===== src/rtl/hdbn_encoder.sv =====
// HDBn line-code encoder: zero-run substitution (B/V), HDB3 parity B insertion
// and alternate-mark inversion onto a dual-rail output, one symbol per strobe.
module hdbn_encoder #(
  parameter int unsigned ZERO_RUN = 4,
  parameter logic        INIT_POL = 1'b1
) (
  input  logic       clk,
  input  logic       rst_n,
  input  logic       en,
  input  logic       data_in,
  output logic [1:0] code_out,
  output logic       pos_out,
  output logic       neg_out,
  output logic       valid_out
);

  localparam int unsigned CNT_W = $clog2(ZERO_RUN + 1);

  localparam logic [1:0] C_ZERO = 2'b00;
  localparam logic [1:0] C_MARK = 2'b01;
  localparam logic [1:0] C_V    = 2'b11;
  localparam logic [1:0] C_B    = 2'b10;

  logic [CNT_W-1:0] r_zc;
  logic [CNT_W-1:0] r_fill;
  logic             r_par;
  logic             r_last_pol;
  logic [1:0]       r_sr [ZERO_RUN];
  logic [1:0]       r_code;
  logic             r_pos;
  logic             r_neg;
  logic             r_valid;

  logic             w_run_done;
  logic             w_b_ins;
  logic [1:0]       w_new_code;
  logic [1:0]       w_leave;
  logic             w_pulse;
  logic             w_pol_upd;
  logic             w_pol;

  // Input stage: classify the incoming bit and decide on B insertion.
  always_comb begin
    w_run_done = 1'b0;
    w_new_code = C_ZERO;
    if (data_in) begin
      w_new_code = C_MARK;
    end else if (r_zc == CNT_W'(ZERO_RUN - 1)) begin
      w_run_done = 1'b1;
      w_new_code = C_V;
    end
    w_b_ins = w_run_done && !r_par;
  end

  // Output stage: polarity of the symbol leaving the delay line.
  always_comb begin
    w_leave   = r_sr[ZERO_RUN-1];
    w_pulse   = (w_leave != C_ZERO);
    w_pol_upd = (w_leave == C_MARK) || (w_leave == C_B);
    w_pol     = w_pol_upd ? ~r_last_pol : r_last_pol;
  end

  always_ff @(posedge clk) begin
    if (!rst_n) begin
      r_zc       <= '0;
      r_par      <= 1'b0;
      r_last_pol <= INIT_POL;
      r_fill     <= '0;
      r_code     <= C_ZERO;
      r_pos      <= 1'b0;
      r_neg      <= 1'b0;
      r_valid    <= 1'b0;
      for (int i = 0; i < ZERO_RUN; i++) r_sr[i] <= C_ZERO;
    end else if (en) begin
      if (data_in) begin
        r_zc  <= '0;
        r_par <= ~r_par;
      end else if (w_run_done) begin
        r_zc  <= '0;
        r_par <= 1'b0;
      end else begin
        r_zc <= r_zc + 1'b1;
      end

      r_sr[0] <= w_new_code;
      for (int i = 1; i < ZERO_RUN; i++) r_sr[i] <= r_sr[i-1];
      // The run's first zero is one step from the end; rewrite it as B in flight.
      if (w_b_ins) r_sr[ZERO_RUN-1] <= C_B;

      r_code <= w_leave;
      r_pos  <= w_pulse && !w_pol;
      r_neg  <= w_pulse && w_pol;
      if (w_pol_upd) r_last_pol <= w_pol;

      if (r_fill != CNT_W'(ZERO_RUN)) r_fill <= r_fill + 1'b1;
      r_valid <= (r_fill == CNT_W'(ZERO_RUN));
    end else begin
      r_valid <= 1'b0;
    end
  end

  assign code_out  = r_code;
  assign pos_out   = r_pos;
  assign neg_out   = r_neg;
  assign valid_out = r_valid;

endmodule


===== config.mk =====
export PLATFORM = sky130hd
export DESIGN_NAME = hdbn_encoder
export DESIGN_NICKNAME = d
export VERILOG_FILES = /design/src/rtl/hdbn_encoder.sv
export SDC_FILE = /design/constraint.sdc
export NUM_CORES = 1
export LEC_CHECK = 0
export CAP_MARGIN = 10
export CORE_MARGIN = 5
export CORE_UTILIZATION = 45
export CTS_BUF_LIST = sky130_fd_sc_hd__clkbuf_4 sky130_fd_sc_hd__clkbuf_8 sky130_fd_sc_hd__clkbuf_16
export CTS_CLUSTER_DIAMETER = 200
export CTS_CLUSTER_SIZE = 24
export DETAILED_ROUTE_END_ITERATION = 10
export GPL_TIMING_DRIVEN = 0
export PLACE_DENSITY = 0.65
export SLEW_MARGIN = 20
export SYNTH_ARGS = -nofsm -noshare
export SYNTH_HDL_FRONTEND = slang
export SYNTH_SLANG_ARGS = --single-unit

===== constraint.sdc =====
create_clock -name clk -period 3.1 [get_ports clk]
set_clock_uncertainty 0.15 [all_clocks]
set_input_delay 0.31 -clock clk [delete_from_list [all_inputs] [get_ports clk]]
set_output_delay 0.31 -clock clk [all_outputs]
set_load 0.02 [all_outputs]

# Yosys cells after proc, flatten, opt, wreduce, memory -nomap -nowiden
# Memory sizes are Yosys's and may differ from the RTL's.
# Index checks and enable logic that the tools add are counted.
dict set report word_totals {
  ramBits 8
  in_bits 4
  ff_bits 13
  memories 1
  output_inout_bits 5
}
# memory words width read_ports rd_clocked_by_memory_dff wr line_no
set mem_list {}
lappend mem_list {r_sr 4 2 4 0 4 28} ;# logic [1:0] r_sr [ZERO_RUN];
dict set report op_classes {
  bitwise 7
  n_eq_ne 5
  n_addsub 2
  n_mux 22
  reduce_logical 12
}
# op count
set op_table {}
lappend op_table {{two-way mux 2 bit} 7}
lappend op_table {{two-way mux 1 bit} 13}
lappend op_table {{AND reduction 2 bit} 4}
lappend op_table {{adder 3 x 1 -> 3 bit (second input constant)} 2}
lappend op_table {{two-way mux 3 bit} 2}
lappend op_table {{bitwise OR 1 bit} 5}
lappend op_table {{nonzero test 2 bit} 2}
lappend op_table {{equality test 3 x 2 -> 1 bit (second input constant)} 1}
lappend op_table {{equality test 3 bit (second input constant)} 1}
lappend op_table {{logical AND 1 bit} 3}
lappend op_table {{!= test 3 bit (second input constant)} 1}
lappend op_table {{equality test 2 x 1 -> 1 bit (second input constant)} 1}
lappend op_table {{equality test 2 bit (second input constant)} 1}
lappend op_table {{zero test 1 bit} 2}
lappend op_table {{inverter 1 bit} 2}
lappend op_table {{logical OR 1 bit} 1}

# Longest topological paths before layout
# Gate-level depths: netlist (run 1).
dict set report depth {
  depth_word 9
  ltp_mapped 5
  depth_no_buf 5
}

# Least setup slack after synthesis (run 1)
# OpenSTA, ideal clock, no wires.
dict set report synth_timing {
  path_kind {flip-flop to flip-flop}
  startpoint {memory r_sr[3][0], in the netlist r_sr[0][6]}
  endpoint {register r_pos, in the netlist pos_out}
  stages_incl_launch_ff 6
  arrival_ps 1090
  setup_ps 116
  synth_period_minus_slack_ps 1356
  t_required_ps 2834
  setup_slack_ps 1744
  path_buffers 0
  cell_sequence {edfxtp_1 > inv_1 > ha_1 > xor2_1 > nor3_1 > a31o_2}
}
# element line_no
set synth_rtl {}
lappend synth_rtl {{start, declared} 28}
lappend synth_rtl {{end signal, assigned} 91} ;# r_pos <= w_pulse && !w_pol;
lappend synth_rtl {{end, declared} 30} ;# logic r_pos;

# Worst setup path after layout (run 1)
dict set report layout_timing {
  startpoint {register r_neg, in the netlist neg_out}
  endpoint {output neg_out}
}
# element line_no
set layout_rtl {}
lappend layout_rtl {{start, declared} 31} ;# logic r_neg;
lappend layout_rtl {{start signal, assigned} 92} ;# r_neg <= w_pulse && w_pol;
lappend layout_rtl {{end, declared} 13} ;# output logic neg_out,
# No word-level cell between the ends.

==> flow_metrics.env, run 1 <==
export IMPL_routed_top_layer="met4"
export IMPL_drt_iter0_markers=12
export IMPL_period_minus_slack_ps=1719
export IMPL_antenna_found_initial=0
export IMPL_clkLatencyLatePin_ps=300
export IMPL_chipHeight_um=54.81
export IMPL_grt_max_degree=12
export IMPL_cts_resized=0
export IMPL_drtAntennaViolNets=0
export IMPL_p_per_area_nw_per_um2=492.7
export IMPL_clockRootBuffer="clkbuf_4"
export IMPL_synthDistinctLibCells=29
export IMPL_routabilityCongestion=0.6999
export IMPL_grt_first_pass_wirelength_um=2511
export IMPL_diodes=0
export IMPL_drt_wl_total_um=1519
export IMPL_wl_met1_um=692
export IMPL_cts_num_sinks=21
export IMPL_finalNetCount=103
export IMPL_final_layout_size_suffix_gt1_frac=0.1064
export IMPL_ios=9
export IMPL_setup_violations=0
export IMPL_vias=629
export IMPL_drtPass1Iterations=4
export IMPL_avgSynthCellArea_um2=10.88
export IMPL_grt_overflow=0
export IMPL_synthFlopType="dfxtp_1"
export IMPL_p_leak_nw=0.4223
export IMPL_hold_buffers=0
export IMPL_synthCells=83
export IMPL_synthTopCellsByArea="dfxtp_1, edfxtp_1, ha_1"
export IMPL_core_um2=1942
export IMPL_synth_edf_count=8
export IMPL_track_usage=0.1206
export IMPL_critPathCaptureType="output pin"
export IMPL_worst_pin_slew_ps=479.3
export IMPL_synth_top_area_frac=0.2881
export IMPL_hpwlAfterDp_um=1101
export IMPL_path_max_fanout=2
export IMPL_drc=0
export IMPL_synth_largest_area_cell="dfxtp_1"
export IMPL_numCtsBuffers=3
export IMPL_post_cts_setup_buffers=0
export IMPL_grt_pass1_vias=632
export IMPL_wl_per_cell_um=12.55
export IMPL_wl_met2_um=733
export IMPL_netlist_area_um2=903.4
export IMPL_yosysSeqAreaShare=0.5540
export IMPL_worstSetupPathType="flip-flop to output pin"
export IMPL_start_util=0.4652
export IMPL_vias_per_cell=5.198
export IMPL_min_path_type="input pin to flip-flop"
export IMPL_irDropWorstVdd_mv=0.3193
export IMPL_synth_fp_nets=91
export IMPL_synthArstFlopShare=0
export IMPL_finalCritPeriodShare=0.5546
export IMPL_rsz0062_at_grt="false"
export IMPL_die_x_um=54.81
export IMPL_cts_max_path_buffers=2
export IMPL_arrival_ps=1260
export IMPL_clock_fmax_mhz=581.7
export IMPL_timing_slew_headroom=0.6759
export IMPL_synth_seq_cells=21
export IMPL_maxCapViolations=0
export IMPL_final_cell_area_um2=1037
export IMPL_htreeDepth=1
export IMPL_setup_ws_ps=1381
export IMPL_path_buf_inv=1
export IMPL_dpl_cell_area_um2=1007
export IMPL_cp_required_ps=2640
export IMPL_crit_path_start_kind="flip-flop"
export IMPL_fin_setup_tns_ps=0
export IMPL_slew_violations=0
export IMPL_critPathSlowestCell="clkdlybuf4s50_1"
export IMPL_cts_tree="done"
export IMPL_hold_viol_final=0
export IMPL_rows=16
export IMPL_ys_warn_count=0
export IMPL_wl_met3_um=59
export IMPL_port_buffers=7
export IMPL_dieArea_um2=3004
export IMPL_outcome="complete, no violations"
export IMPL_clk_pin_slew_ps=110
export IMPL_crit_chain="clkdlybuf4s50_1"
export IMPL_path_delay_family="buffers and inverters"
export IMPL_syn2layout_area_growth_pct=14.82
export IMPL_crit_path_max_incr_delay_ps=610
export IMPL_dp_slack_ps=1140
[per-stage QoR]
stage	cells	utilization	hold WS [ps]	total power, mW
CTS	121	0.5341	205.9	0.5140
global route	121	0.5341	212.6	0.5316
floorplan	83	-	299.2	0.3572
global placement	117	0.5187	319.6	0.3743
finish	121	0.5341	193.7	0.5110
detailed placement	117	0.5187	331.6	0.3769
[worst paths after layout]
path / depth (start not counted) / end / slack (ps) / startpoint
worst max register to register: 3 / r_sr[0][6]$_SDFFCE_PP0P_ / 1580 / r_zc[0]$_SDFFE_PN0P_
worst min-delay path: 3 / code_out[0]$_SDFFE_PN0P_ / 190 / en
worst max-delay path: 1 / neg_out / 1380 / neg_out$_SDFFE_PN0P_
worst min register to register: 2 / r_fill[1]$_SDFFE_PN0P_ / 340 / r_fill[1]$_SDFFE_PN0P_
[cell usage in the layout, fill, tap and decap left out, types with 4 or more instances in the layout]
master / netlist / layout
clkbuf_4: 0 / 4
nand2_1: 6 / 6
nor2_1: 4 / 4
edfxtp_1: 8 / 8
o21ai_0: 5 / 5
clkdlybuf4s50_1: 0 / 7
ha_1: 4 / 4
dfxtp_1: 13 / 13
and3_1: 6 / 6
inv_1: 4 / 4
nand3_1: 4 / 4
[Yosys cell counts, types with 2 or more instances]
| master | number |
|---|---|
| nand2b_1 | 2 |
| nand3_1 | 4 |
| mux2i_1 | 2 |
| a21oi_1 | 2 |
| o21ai_0 | 5 |
| and3_1 | 6 |
| nor3b_1 | 2 |
| and4b_1 | 2 |
| nand2_1 | 6 |
| dfxtp_1 | 13 |
| nor2b_1 | 3 |
| inv_1 | 4 |
| nor2_1 | 4 |
| buf_4 | 2 |
| ha_1 | 4 |
| edfxtp_1 | 8 |
| nor3_1 | 2 |
[routing by layer]
metal / up-vias / global-route usage
met4: 0 / 0.07469
li1: 315 / -
met2: 9 / 0.2205
met5: - / 0
met3: 5 / 0.02452
met1: 300 / 0.1229
[state kept, by name, indices dropped and copies added, names as in the netlist]
name,flops
neg_out,1
r_zc,3
valid_out,1
code_out,2
pos_out,1
r_par,1
r_sr,8
r_fill,3
r_last_pol,1
[logic make-up after synthesis]
logic type / synth area share
simple gates: 0.2064
buf+inv: 0.04707
fa+ha+maj: 0.05540
compound gates: 0.09558
flops: 0.5540
xor+xnor: 0.01939
mux: 0.02216
[final cells by class]
type	count	area, um^2
multi-input combinational	53	360.3
inverter	5	18.77
sequential	21	500.5
fill	192	904.6
clock buffer	4	30.03
tap	27	33.78
buffer	4	23.77
timing repair buffer	7	70.07
[report_power, final]
group          internal [mW]  total [mW]  switching, mW
Clock                 0.0590       0.142         0.0828
Combinational         0.0275      0.0601         0.0326
Sequential             0.301       0.309        0.00774
Total                  0.388       0.511          0.123
(Power assumes the default switching activity.)
==> run 2: changes to the inputs <==
==> constraint.sdc (replaced) <==
create_clock -name clk -period 1.8 [get_ports clk]
set_clock_uncertainty 0.15 [all_clocks]
set_input_delay 0.18 -clock clk [delete_from_list [all_inputs] [get_ports clk]]
set_output_delay 0.18 -clock clk [all_outputs]
set_load 0.02 [all_outputs]
==> results of run 2 <==
Same layout as run 1 (identical final DEF). Status: complete, no violations.
Among the figures that moved: setup slack after placement 1140 ps -> -29.84 ps; setup slack after layout 1381 ps -> 210.8 ps; hold slack 193.7 ps -> 63.67 ps; register-to-register setup slack 1580 ps -> 280 ps; total power 0.5110 mW -> 0.8801 mW; worst IR drop on VDD 0.3193 mV -> 0.5500 mV
